===== config.mk =====
export PLATFORM = sky130hd
export DESIGN_NAME = dm_access_master
export DESIGN_NICKNAME = d
export VERILOG_FILES = /design/src/rtl/dm_pkg.sv /design/src/rtl/dm_access_master.sv
export SDC_FILE = /design/constraint.sdc
export NUM_CORES = 1
export LEC_CHECK = 0
export ABC_AREA = 0
export BUFFER_PORTS_ARGS = -buffer_cell sky130_fd_sc_hd__buf_4
export CAP_MARGIN = 10
export CELL_PAD_IN_SITES_DETAIL_PLACEMENT = 1
export CELL_PAD_IN_SITES_GLOBAL_PLACEMENT = 1
export CORE_MARGIN = 2
export CORE_UTILIZATION = 30
export DETAILED_ROUTE_END_ITERATION = 12
export PLACE_DENSITY_LB_ADDON = 0.2
export SETUP_SLACK_MARGIN = 0.4
export SKIP_LAST_GASP = 1
export SLEW_MARGIN = 10
export SYNTH_ARGS = -nofsm -noshare
export SYNTH_HDL_FRONTEND = slang
export SYNTH_SLANG_ARGS = --single-unit
export TNS_END_PERCENT = 30

===== constraint.sdc =====
create_clock -name clk -period 2.56 [get_ports clk]
set_clock_uncertainty 0.2 [all_clocks]
set_input_delay 0.512 -clock clk [delete_from_list [all_inputs] [get_ports clk]]
set_output_delay 0.512 -clock clk [all_outputs]
set_load 0.05 [all_outputs]

===== src/rtl/dm_pkg.sv =====
// Shared definitions for the data-memory access master: default widths and FSM states.
package dm_pkg;

  localparam int unsigned DM_DATA_W = 32;
  localparam int unsigned DM_ADDR_W = 32;
  localparam int unsigned DM_DEPTH  = 32;
  localparam int unsigned DM_LEN_W  = 3;

  typedef enum logic [2:0] {
    IDLE,
    WRITE,
    RD_ISSUE,
    RD_CAPT,
    RD_RESP
  } dmState_t;

endpackage


===== src/rtl/dm_access_master.sv =====
// Burst initiator for the single-port data memory: converts load/store bursts into
// registered we_DM/addDM/dataDM drive and returns captured outDM read data.
module dm_access_master
  import dm_pkg::*;
#(
  parameter int unsigned DATA_W = DM_DATA_W,
  parameter int unsigned ADDR_W = DM_ADDR_W,
  parameter int unsigned DEPTH  = DM_DEPTH,
  parameter int unsigned LEN_W  = DM_LEN_W
) (
  input  logic              clk,
  input  logic              rst_n,
  input  logic              req_valid,
  output logic              req_ready,
  input  logic              req_we,
  input  logic [ADDR_W-1:0] req_addr,
  input  logic [LEN_W-1:0]  req_len,
  input  logic              wr_valid,
  output logic              wr_ready,
  input  logic [DATA_W-1:0] wr_data,
  output logic              rd_valid,
  input  logic              rd_ready,
  output logic [DATA_W-1:0] rd_data,
  output logic              rd_last,
  output logic              busy,
  output logic              we_DM,
  output logic [ADDR_W-1:0] addDM,
  output logic [DATA_W-1:0] dataDM,
  input  logic [DATA_W-1:0] outDM
);

  dmState_t          state;
  logic [ADDR_W-1:0] curAddr;
  logic [LEN_W-1:0]  beatsLeft;
  logic [ADDR_W-1:0] nextAddr;

  // DEPTH is a power of two, so modulo reduces to a mask.
  function automatic logic [ADDR_W-1:0] wrapAddr(input logic [ADDR_W-1:0] a);
    return a & ADDR_W'(DEPTH - 1);
  endfunction

  assign nextAddr  = wrapAddr(curAddr + 1'b1);
  assign req_ready = (state == IDLE);
  assign wr_ready  = (state == WRITE);
  assign busy      = (state != IDLE);

  always_ff @(posedge clk or negedge rst_n) begin
    if (!rst_n) begin
      state     <= IDLE;
      curAddr   <= '0;
      beatsLeft <= '0;
      we_DM     <= 1'b0;
      addDM     <= '0;
      dataDM    <= '0;
      rd_valid  <= 1'b0;
      rd_data   <= '0;
      rd_last   <= 1'b0;
    end else begin
      case (state)
        IDLE: begin
          we_DM <= 1'b0;
          if (req_valid) begin
            curAddr   <= wrapAddr(req_addr);
            beatsLeft <= req_len;
            if (req_we) begin
              state <= WRITE;
            end else begin
              addDM <= wrapAddr(req_addr);
              state <= RD_ISSUE;
            end
          end
        end

        WRITE: begin
          if (wr_valid) begin
            we_DM   <= 1'b1;
            addDM   <= curAddr;
            dataDM  <= wr_data;
            curAddr <= nextAddr;
            if (beatsLeft == '0) state <= IDLE;
            else beatsLeft <= beatsLeft - 1'b1;
          end else begin
            we_DM <= 1'b0;
          end
        end

        RD_ISSUE: begin
          we_DM <= 1'b0;
          state <= RD_CAPT;
        end

        RD_CAPT: begin
          we_DM    <= 1'b0;
          rd_data  <= outDM;
          rd_valid <= 1'b1;
          rd_last  <= (beatsLeft == '0);
          state    <= RD_RESP;
        end

        RD_RESP: begin
          we_DM <= 1'b0;
          if (rd_ready) begin
            rd_valid <= 1'b0;
            rd_last  <= 1'b0;
            if (rd_last) begin
              state <= IDLE;
            end else begin
              beatsLeft <= beatsLeft - 1'b1;
              curAddr   <= nextAddr;
              addDM     <= nextAddr;
              state     <= RD_ISSUE;
            end
          end
        end

        default: begin
          we_DM <= 1'b0;
          state <= IDLE;
        end
      endcase
    end
  end

endmodule

==> reports/results.ini <==
[yosys]
synth_compound_area_share_pct=5.10
seq_area_frac_synth_pct=55.7
synthSimpleGateAreaFrac_pct=5.37
netlist_instances=280
synthMuxAreaShare_pct=22.9
synth-edff-count=0
synth-adder-area-share_pct=1.01
yosys-top-cells-area=dfrtp_1, mux2_2, mux2_1
synth-xor-area-share_pct=0.470
yosys.cell_types.count=43
synth_top_area_share_pct=55.7
synth_area_um2=3730
synth-main-ff-cell=dfrtp_1
ys_seq_elements=83
yosys_warnings=0
synth_top_cell_by_area=dfrtp_1
synth_top_family_by_area=multiplexers
synth_area_per_cell_um2=13.3
synthArstFlopShare_pct=100

[final_layout]
fillCellCount=1311
final_common_cell=buf_4
area_delta_synth_final_pct=42.0
diodes=0
drive_gt1_share_pct=51.0
layout_common_cells=buf_4, dfrtp_1, mux2_2, mux2_1, conb_1
nets=546
finalInstanceArea_um2=5290

[sta]
rsz0062_at_grt=true
fin_hold_ws_ns=0.188
slew_headroom_pct=66.0
report.final.slew_viol_count=0
setup-tns-final_ns=0
hold_violations=0
period_share_pct=83.0
max_freq_ghz=0.471
tightest_slew_ns=0.509
layout_min_cycle_time_ns=2.13
fin_ws_ns=0.435
setup_viol=0

[setup_path]
crit_arrival_ns=1.41
rrSetupSlack_ns=0.50
r2r_end=addDM[0]
path_class=reg2out
cp.required_ns=1.85
worst_setup_path_start_kind=flip-flop
path_max_fanout=7
reg2regPathDepth=5
crit_end=wr_ready
worstReg2RegStart=state[1]
crit_start=state[2]
end_kind=output pin

[pwr]
totalPowerFinal_mw=8.79
power_density_nw_per_um2=1660
p_leak_nw=2.52
peakVddDrop_mv=0.918

[floorplanning]
die_h_um=115
rows=40
initial_core_util_pct=30.9
ioPinCount=207
core_um2=12100
die-area_um2=13300
die_w_um=115

[drt]
drt_pass1_iterations=4
post_drt_wl_per_cell_um=15.1
routed_wl_um=9240
viasPerCell=4.42
ant_nets=0
drc=0
vias=2701
drtIter0Drc=96

[cts]
insertion_delay_ns=0.34
clock_sinks=83
htreeDepth=3
clk_pin_slew_ns=0.06
cts_buffers=9
cts_buffer_depth=2
cts_tree=built
cts_root_buf=clkbuf_16

[grt]
grt_first_pass_wirelength_um=14100
antenna_found_initial=0
grt_pass1_vias=2809
grt_max_degree=37
grt-ovfl-total=0
grtUsageTotal_pct=14.0

[placed_design]
pre_cts_ws_ns=0.315
numPortBuffers=152
gp_congestion=0.738
dpl_cell_area_um2=4960
hpwl_um=6730

[run_status]
status=finished, final reports clean

[worst_hold_path]
hold_class=in2reg

[run]
drv_cap=0

==> sequential cells by signal, indices dropped and copies added (netlist names) <==
register,flops
rd_data,32
dataDM,32
rd_last,1
rd_valid,1
curAddr,5
beatsLeft,3
we_DM,1
state,3
addDM,5
==> worst min path at each step <==
stage                            from          to  slack, ns  depth (start not counted)
final                        rd_ready    state[2]       0.19                          2
after global routing      wr_data[19]  dataDM[19]       0.18                          2
after CTS                    rd_ready    state[2]       0.17                          2
after detailed placement        rst_n    addDM[2]       0.24                          1
after global placement          rst_n    addDM[2]       0.24                          1
after floorplan                 rst_n    addDM[0]       0.02                          0
==> cell type report <==
type                    count  area (um^2)  share of cell area (%)
flip-flops and latches     83         2080                    39.3
multi-input cells         174         1410                    26.7
repair buffers            163         1260                    23.8
clock buffers              14          254                    4.80
well taps                 168          210                    3.97
inverters                   7         38.8                   0.733
clock inverters             2         35.0                   0.662
==> critical path: stages (launching register included) <==
cell and delay, ns:
dfrtp_2 0.42, or3b_4 0.42, clkinv_8 0.08, buf_6 0.15
==> per-layer routing <==
metal	up-vias	share of wire (%)	track usage, %
li1	1245	-	-
met1	1341	41	16.7
met2	101	51	23.8
met3	14	5.9	2.77
met4	0	2.2	7.47
met5	-	0	0
==> power breakdown <==
group | switching (mW) | leakage (nW) | internal [mW]
logic | 3.38 | 1.40 | 1.78
clock network | 0.507 | 0.141 | 0.783
registers | 0.353 | 0.981 | 1.99
==> Yosys cell counts (all sizes together) (2+ instances only) <==
master	count
dfrtp	83
mux2	71
buf	41
o21ai	10
a21oi	9
nand3	8
nand2	7
inv	6
nor2	6
mux2i	5
ha	3
nor2b	3
o211ai	3
nand3b	2
nor3b	2
or3b	2
xor2	2
==> per-stage QoR <==
| step | util [%] | std cells |
|---|---|---|
| final | 43.9 | 611 |
| after global routing | 43.9 | 611 |
| after CTS | 43.8 | 611 |
| after detailed placement | 41.2 | 592 |
| after global placement | 41.2 | 592 |
| after floorplan | - | 306 |
==> cell families after synthesis <==
kind of cell	after synthesis
muxes	76
other	1
buffers and inverters	49
DFF	83
xor gates and xnor gates	2
adders and majority gates	3
and+or+nand+nor	36
AOI/OAI and AO/OA	30
==> timing repair <==
action | CTS | global route
buffers inserted | 2 | 0
pin swaps | 0 | 1
endpoints found under the hold margin | 20 | 0
setup endpoints to repair | 36 | 7
hold buffers | 1 | 0
gates resized for setup | 4 | 2
(Power assumes the default switching activity.)
